==> config.mk <==
export PLATFORM = sky130hd
export DESIGN_NAME = fetch_unit
export DESIGN_NICKNAME = d
export VERILOG_FILES = /design/src/rtl/fetch_unit.sv
export SDC_FILE = /design/constraint.sdc
export NUM_CORES = 1
export LEC_CHECK = 0
export ABC_AREA = 1
export CAP_MARGIN = 10
export CELL_PAD_IN_SITES_DETAIL_PLACEMENT = 0
export CELL_PAD_IN_SITES_GLOBAL_PLACEMENT = 1
export CORE_MARGIN = 5
export CORE_UTILIZATION = 38
export DETAILED_ROUTE_END_ITERATION = 10
export PLACE_DENSITY = 0.93
export SYNTH_ARGS = -nofsm -noshare
export SYNTH_HDL_FRONTEND = slang
export SYNTH_SLANG_ARGS = --single-unit
export TNS_END_PERCENT = 30
==> constraint.sdc <==
create_clock -name clk -period 2.81 [get_ports clk]
set_input_delay 0.4215 -clock clk [delete_from_list [all_inputs] [get_ports clk]]
set_output_delay 0.4215 -clock clk [all_outputs]
set_load 0.03 [all_outputs]
==> src/rtl/fetch_unit.sv <==
// -----------------------------------------------------------------------------
// fetch_unit
//
// Instruction fetch front end. Walks a program counter through instruction
// memory with at most one outstanding request. Each returned word goes to the
// dispatch instruction FIFO as {pc, insn}. If the FIFO is full when a response
// arrives, the word is parked in a one-entry hold register. A redirect from the
// ROB (mispredicted branch) overrides everything. A response that is still in
// flight when a redirect lands is discarded.
//
// Parameters
//   DATA_WIDTH  instruction word width
//   ADDR_WIDTH  program counter width
//   RESET_ADDR  first fetch address after reset (word aligned)
//
// Ports
//   clk              in   clock, rising edge
//   n_rst            in   asynchronous active-low reset
//   i_redirect       in   redirect pulse from the ROB
//   i_redirect_addr  in   new fetch PC; bits [1:0] are ignored
//   o_ic_req         out  instruction-memory request valid
//   o_ic_addr        out  request address (current PC)
//   i_ic_ack         in   memory accepted the request this cycle
//   i_ic_valid       in   response data valid
//   i_ic_data        in   fetched instruction
//   o_fifo_wr_en     out  write strobe into the instruction FIFO
//   o_fifo_data_in   out  {pc, insn}, PC in the upper ADDR_WIDTH bits
//   i_fifo_full      in   instruction FIFO full
// -----------------------------------------------------------------------------
module fetch_unit #(
  parameter int                    DATA_WIDTH = 32,
  parameter int                    ADDR_WIDTH = 32,
  parameter logic [ADDR_WIDTH-1:0] RESET_ADDR = '0
) (
  input  logic                             clk,
  input  logic                             n_rst,
  input  logic                             i_redirect,
  input  logic [ADDR_WIDTH-1:0]            i_redirect_addr,
  output logic                             o_ic_req,
  output logic [ADDR_WIDTH-1:0]            o_ic_addr,
  input  logic                             i_ic_ack,
  input  logic                             i_ic_valid,
  input  logic [DATA_WIDTH-1:0]            i_ic_data,
  output logic                             o_fifo_wr_en,
  output logic [ADDR_WIDTH+DATA_WIDTH-1:0] o_fifo_data_in,
  input  logic                             i_fifo_full
);

  typedef enum logic [1:0] {
    S_REQ,      // request the word at pc
    S_WAIT,     // request accepted, waiting for the response
    S_HOLD,     // response parked in hold_q until the FIFO has room
    S_DISCARD   // a redirect orphaned the in-flight request; drop its response
  } state_t;

  localparam logic [ADDR_WIDTH-1:0] PC_STEP    = ADDR_WIDTH'(4);
  localparam logic [ADDR_WIDTH-1:0] ALIGN_MASK = ~ADDR_WIDTH'(3);

  state_t                             state;
  logic [ADDR_WIDTH-1:0]              pc;
  logic [ADDR_WIDTH-1:0]              req_pc;   // address of the outstanding request
  logic [ADDR_WIDTH+DATA_WIDTH-1:0]   hold_q;   // {pc, insn} waiting for FIFO space
  logic [ADDR_WIDTH-1:0]              redirect_pc;

  // Redirect targets are forced onto a word boundary.
  assign redirect_pc = i_redirect_addr & ALIGN_MASK;

  // The request and the FIFO write are combinational, so a response can be
  // written in the same cycle it arrives. The request is gated with n_rst
  // because the state register sits in S_REQ throughout reset.
  assign o_ic_req  = n_rst && (state == S_REQ) && !i_redirect;
  assign o_ic_addr = pc;

  always_comb begin
    // NOTE: every always_comb output gets a default first so no path leaves it
    // unassigned; otherwise synthesis infers a latch.
    o_fifo_wr_en   = 1'b0;
    o_fifo_data_in = {req_pc, i_ic_data};
    if (!i_redirect && !i_fifo_full) begin
      unique case (state)
        S_WAIT: o_fifo_wr_en = i_ic_valid;
        S_HOLD: begin
          o_fifo_wr_en   = 1'b1;
          o_fifo_data_in = hold_q;
        end
        default: o_fifo_wr_en = 1'b0;
      endcase
    end
  end

  // NOTE: sequential state uses non-blocking assignments only. Every register
  // then samples the pre-edge values, whatever order the statements are in.
  always_ff @(posedge clk or negedge n_rst) begin
    if (!n_rst) begin
      // Reset abandons any outstanding request. Responses that arrive while
      // reset is held are ignored, because these assignments dominate.
      state  <= S_REQ;
      pc     <= RESET_ADDR;
      req_pc <= '0;
      hold_q <= '0;
    end else if (i_redirect) begin
      pc <= redirect_pc;
      unique case (state)
        // A request is still in flight. Wait for its response and drop it,
        // unless that response is arriving right now.
        S_WAIT, S_DISCARD: state <= i_ic_valid ? S_REQ : S_DISCARD;
        // In S_HOLD, leaving the state drops the parked instruction.
        default:           state <= S_REQ;
      endcase
    end else begin
      unique case (state)
        S_REQ: begin
          // A response in this state is a protocol violation and is ignored.
          if (i_ic_ack) begin
            req_pc <= pc;
            pc     <= pc + PC_STEP;   // wraps modulo 2^ADDR_WIDTH
            state  <= S_WAIT;
          end
        end
        S_WAIT: begin
          if (i_ic_valid) begin
            if (i_fifo_full) begin
              hold_q <= {req_pc, i_ic_data};
              state  <= S_HOLD;
            end else begin
              state  <= S_REQ;         // written combinationally this cycle
            end
          end
        end
        S_HOLD: begin
          if (!i_fifo_full) state <= S_REQ;
        end
        S_DISCARD: begin
          if (i_ic_valid) state <= S_REQ;
        end
        default: state <= S_REQ;
      endcase
    end
  end

endmodule

Word-level counts from Yosys, hierarchy flattened
Cells that the tools add are included.
{ "totals": {"regBits": 130, "inputBits": 70, "out_inout_bits": 98, "wordCells": 42} }
{ "classes": {"n_addsub": 1, "eq_ne": 7, "mux": 16, "bitwise_logic": 1, "reduce_logical": 13} }
{ "ops": {"columns": ["operator", "count"], "rows": [
  ["two-way mux 64 bit", 2],
  ["two-way mux 32 bit", 3],
  ["adder 32 x 3 -> 32 bit (second input constant)", 1],
  ["two-way mux 2 bit", 8],
  ["inequality test 3 bit (second input constant)", 4],
  ["case mux 2 bit (4 select lines)", 1],
  ["AND reduction 4 bit", 2],
  ["equality test 2 bit (second input constant)", 2],
  ["nonzero test 2 bit", 2],
  ["logical AND 1 bit", 3],
  ["AND reduction 3 bit", 1],
  ["equality test 2 x 1 -> 1 bit (second input constant)", 1],
  ["logical NOT 1 bit", 2],
  ["logical NOT 2 bit", 1],
  ["case mux 1 bit (2 select lines)", 1],
  ["AND reduction 2 bit", 1],
  ["OR reduction 2 bit", 1],
  ["two-way mux 1 bit", 1],
  ["inverter 1 bit", 1]
]} }

Logic depth before layout (Yosys ltp)
{ "depth": {"depth_word": 4, "mapped_depth": 9, "ltp_nobuf": 9} }

Worst setup path after synthesis
Ideal clock, no wire load.
{ "synth_timing": {"path_kind": "register -> output", "from": "reg state[0]", "to": "out o_fifo_data_in[10]", "arrival_ps": 1654, "required_ps": 2389, "setup_slack_ps": 734, "stages_incl_launch_ff": 7, "n_path_buf": 2, "path_cell_list": "dfrtp_1 -> inv_1 -> ha_1 -> nand3_2 -> buf_2 -> buf_2 -> a21oi_1"} }
{ "synth_via": {"elab_chain_len": 3} }
{ "synth_lines": {"columns": ["item", "line", "rtl"], "rows": [
  ["start, declared", "59", "state_t state;"],
  ["start signal, assigned", "106", "S_WAIT, S_DISCARD: state <= i_ic_valid ? S_REQ : S_DISCARD;"],
  ["equality test 2 bit", "80", "unique case (state)"],
  ["two-way mux 64 bit", "80", null],
  ["two-way mux 64 bit", "79", "if (!i_redirect && !i_fifo_full) begin"],
  ["end, declared", "45", "output logic [ADDR_WIDTH+DATA_WIDTH-1:0] o_fifo_data_in,"]
]} }
Every way passes these cells.

Worst setup path in the final report
{ "layout_timing": {"from": "reg state[0]", "to": "out o_fifo_data_in[62]"} }
Same word-level chain as after synthesis.

==> results.toml <==
[outcome]
status = "complete, no violations"

[floorplanning]
die_w_um = 140.1
core_um2 = 16580
ios = 168
dieHeight_um = 140.1
start_util_pct = 38.80
dieArea_um2 = 19640
rows = 47

[pwr]
switching_share_pct = 36.92
pwr-share-seq_pct = 32.6
power_switching_mw = 3.316
comb_power_share_pct = 39.9
intPower_mw = 5.664
p_leak_nw = 4.367
p_total_mw = 8.980
clkPwrFrac_pct = 27.5
ir_drop_mv = 0.4838
p_per_area_nw_per_um2 = 1004

[detailed_routing]
vias = 5856
routedWlPerCell_um = 14.09
routed_via_density = 4.769
post-route-drc-count = 0
routed_wl_um = 17300
drt-initial-drc-count = 439
dr.pass1.iters = 7
route.antenna.remaining_nets = 0

[clocking]
root_buffer = "clkbuf_16"
cts_tree = "built"
post_cts_resized = 0
clock_latency_ns = 0.41
clock_path_buffers = 2
post_cts_buffers = 0
cts_max_level = 4
hold_buffers = 0
clk_pin_slew_ns = 0.05
numCtsBuffers = 17
clock-sinks = 124

[global_routing]
grt_usage_pct = 17.47
antenna_found_initial = 0
grt_max_degree = 125
grt_pass1_vias = 5282
grt_pass1_wl_um = 27700
grt-ovfl-total = 0

[worst_setup_path]
setup.worst_path.class = "register to primary output"
reg2reg_from = "state[0]$_DFFE_PN0P_"
cp-end-kind = "primary output"
crit_arrival_ns = 2.16
crit_path_start_kind = "register"
cp.required_ns = 2.39
startpoint = "state[0]$_DFFE_PN0P_"
path_max_fanout = 41

[finish]
nets = 1071
final_common_cell = "nand2_1"
syn2layout_area_growth_pct = 39.04
final_cell_mix = "nand2_1, dfrtp_1, nor2_1, o21ai_0, inv_1"
drive_gt1_share_pct = 12.00
final_area_um2 = 8947
diodes = 0
n_fill_cell = 1539

[synthesis]
yosys.area_share.simple_pct = 23.33
yosysSeqAreaShare_pct = 48.22
synth-seq-cells = 124
yosys_warnings = 0
muxShareOfSynthArea_pct = 0
netlist_area_um2 = 6435
synth.avg_cell_area_um2 = 7.579
synth_compound_area_share_pct = 16.37
yosysUniqueCellTypes = 38
postSynthCellCount = 849
synthXorXnorAreaFrac_pct = 0.8166
synth_top_family_by_area = "simple AND/OR/NAND/NOR gates"
synthAdderAreaFrac_pct = 1.167

[sta]
fin_crit_ns = 2.583
rsz0062_at_grt = "no"
worst_slack_ns = 0.2273
tns_ns = 0
worst_hold_slack_ns = 0.1543
skew_ns = 0.007668
finalSetupViolations = 0
max-slew-margin-rel_pct = 55.84
fin_crit_sh_pct = 91.91
tightest_slew_ns = 0.6624
maxSlewViolCount = 0
hold_violations = 0
max_freq_ghz = 0.3872

[placed_design]
pre_cts_ws_ns = 0.4168
place_hpwl_um = 12060
port_buffers = 161
placed_area_um2 = 8283
place_congestion = 0.8624

[min_path]
worst_hold_path_type = "primary input to async pin"

[job]
drv_cap = 0
cells by family (layout without fill, tap and decap cells):
kind of cell	Yosys count	in the layout
AND/OR/NAND/NOR	356	356
other	1	4
XOR/XNOR	6	6
adder cells (fa/ha/maj)	6	6
flip-flops	124	124
buffers and inverters	156	312
AO/OA/AOI/OAI	200	200
final cells by class:
| class | count | area (µm²) | area share (%) |
|---|---|---|---|
| clock buffer | 20 | 446.7 | 4.992 |
| inverter | 110 | 412.9 | 4.615 |
| timing repair buffer | 170 | 1779 | 19.89 |
| sequential | 124 | 3103 | 34.68 |
| multi-input combinational | 572 | 2713 | 30.32 |
| clock inverter | 12 | 217.7 | 2.433 |
| tap | 220 | 275.3 | 3.076 |
final timing paths:
kind	end	slack, ns	cells past startpoint
worst max-delay path	o_fifo_data_in[62]	0.23	6
worst min-delay path	hold_q[26]$_DFFE_PN0P_	0.15	2
worst max register to register	o_ic_addr[23]$_DFFE_PN0P_	0.71	8
worst min register to register	hold_q[45]$_DFFE_PN0P_	0.48	2
max in group asynchronous	hold_q[5]$_DFFE_PN0P_	2.16	2
min in group clk	hold_q[45]$_DFFE_PN0P_	0.48	2
critical path: stages, from the launching register on:
cell	delay, ns
dfrtp_1	0.40
inv_1	0.12
ha_1	0.26
nand3_4	0.22
buf_12	0.25
a21oi_1	0.31
buf_12	0.16
Yosys cell counts (all sizes together):
cell / count / share of area, %
clkinv: 1 / 0.058
clkbuf: 18 / 1.0
nand4: 5 / 0.49
o21ai: 107 / 8.3
or2: 1 / 0.097
ha: 6 / 1.2
o221ai: 1 / 0.14
o211ai: 7 / 0.82
a32oi: 1 / 0.14
dfrtp: 124 / 48
o31ai: 1 / 0.12
nand3b: 8 / 0.93
o21bai: 4 / 0.47
nor3: 6 / 0.54
xnor2: 1 / 0.14
nand2: 190 / 11
xor2: 5 / 0.68
o2111ai: 2 / 0.27
conb: 1 / 0.058
buf: 28 / 2.6
o21a: 1 / 0.12
a21oi: 75 / 5.9
nand3: 33 / 2.6
nor2: 113 / 7.3
inv: 109 / 6.4
a31oi: 1 / 0.097
per-layer routing:
layer	GRT usage [%]	part of all wire, %	vias up
met2	24.97	43	197
li1	-	-	2996
met4	5.609	1.3	0
met3	3.920	6.1	15
met5	0	0	-
met1	26.23	50	2648
power groups by stage:
stage          registers (mW)  logic [mW]  clock network (mW)
2_1_floorplan            3.04        1.85                   0
3_3_place_gp             2.93        3.55                   0
3_5_place_dp             2.95        3.60                   0
4_1_cts                  2.93        3.62                2.52
5_1_grt                  3.02        3.90                2.59
6_report                 2.93        3.58                2.47
state kept, by name (all words and copies together), names as in the netlist:
| signal | flops |
|---|---|
| req_pc | 30 |
| hold_q | 62 |
| state | 2 |
| o_ic_addr | 30 |
metrics by stage:
stage          util, %  cells
2_1_floorplan        -    852
3_3_place_gp     49.95   1196
3_5_place_dp     49.95   1196
4_1_cts          53.95   1228
5_1_grt          53.95   1228
6_report         53.95   1228
Note: power is estimated with default switching activity, not from simulation.
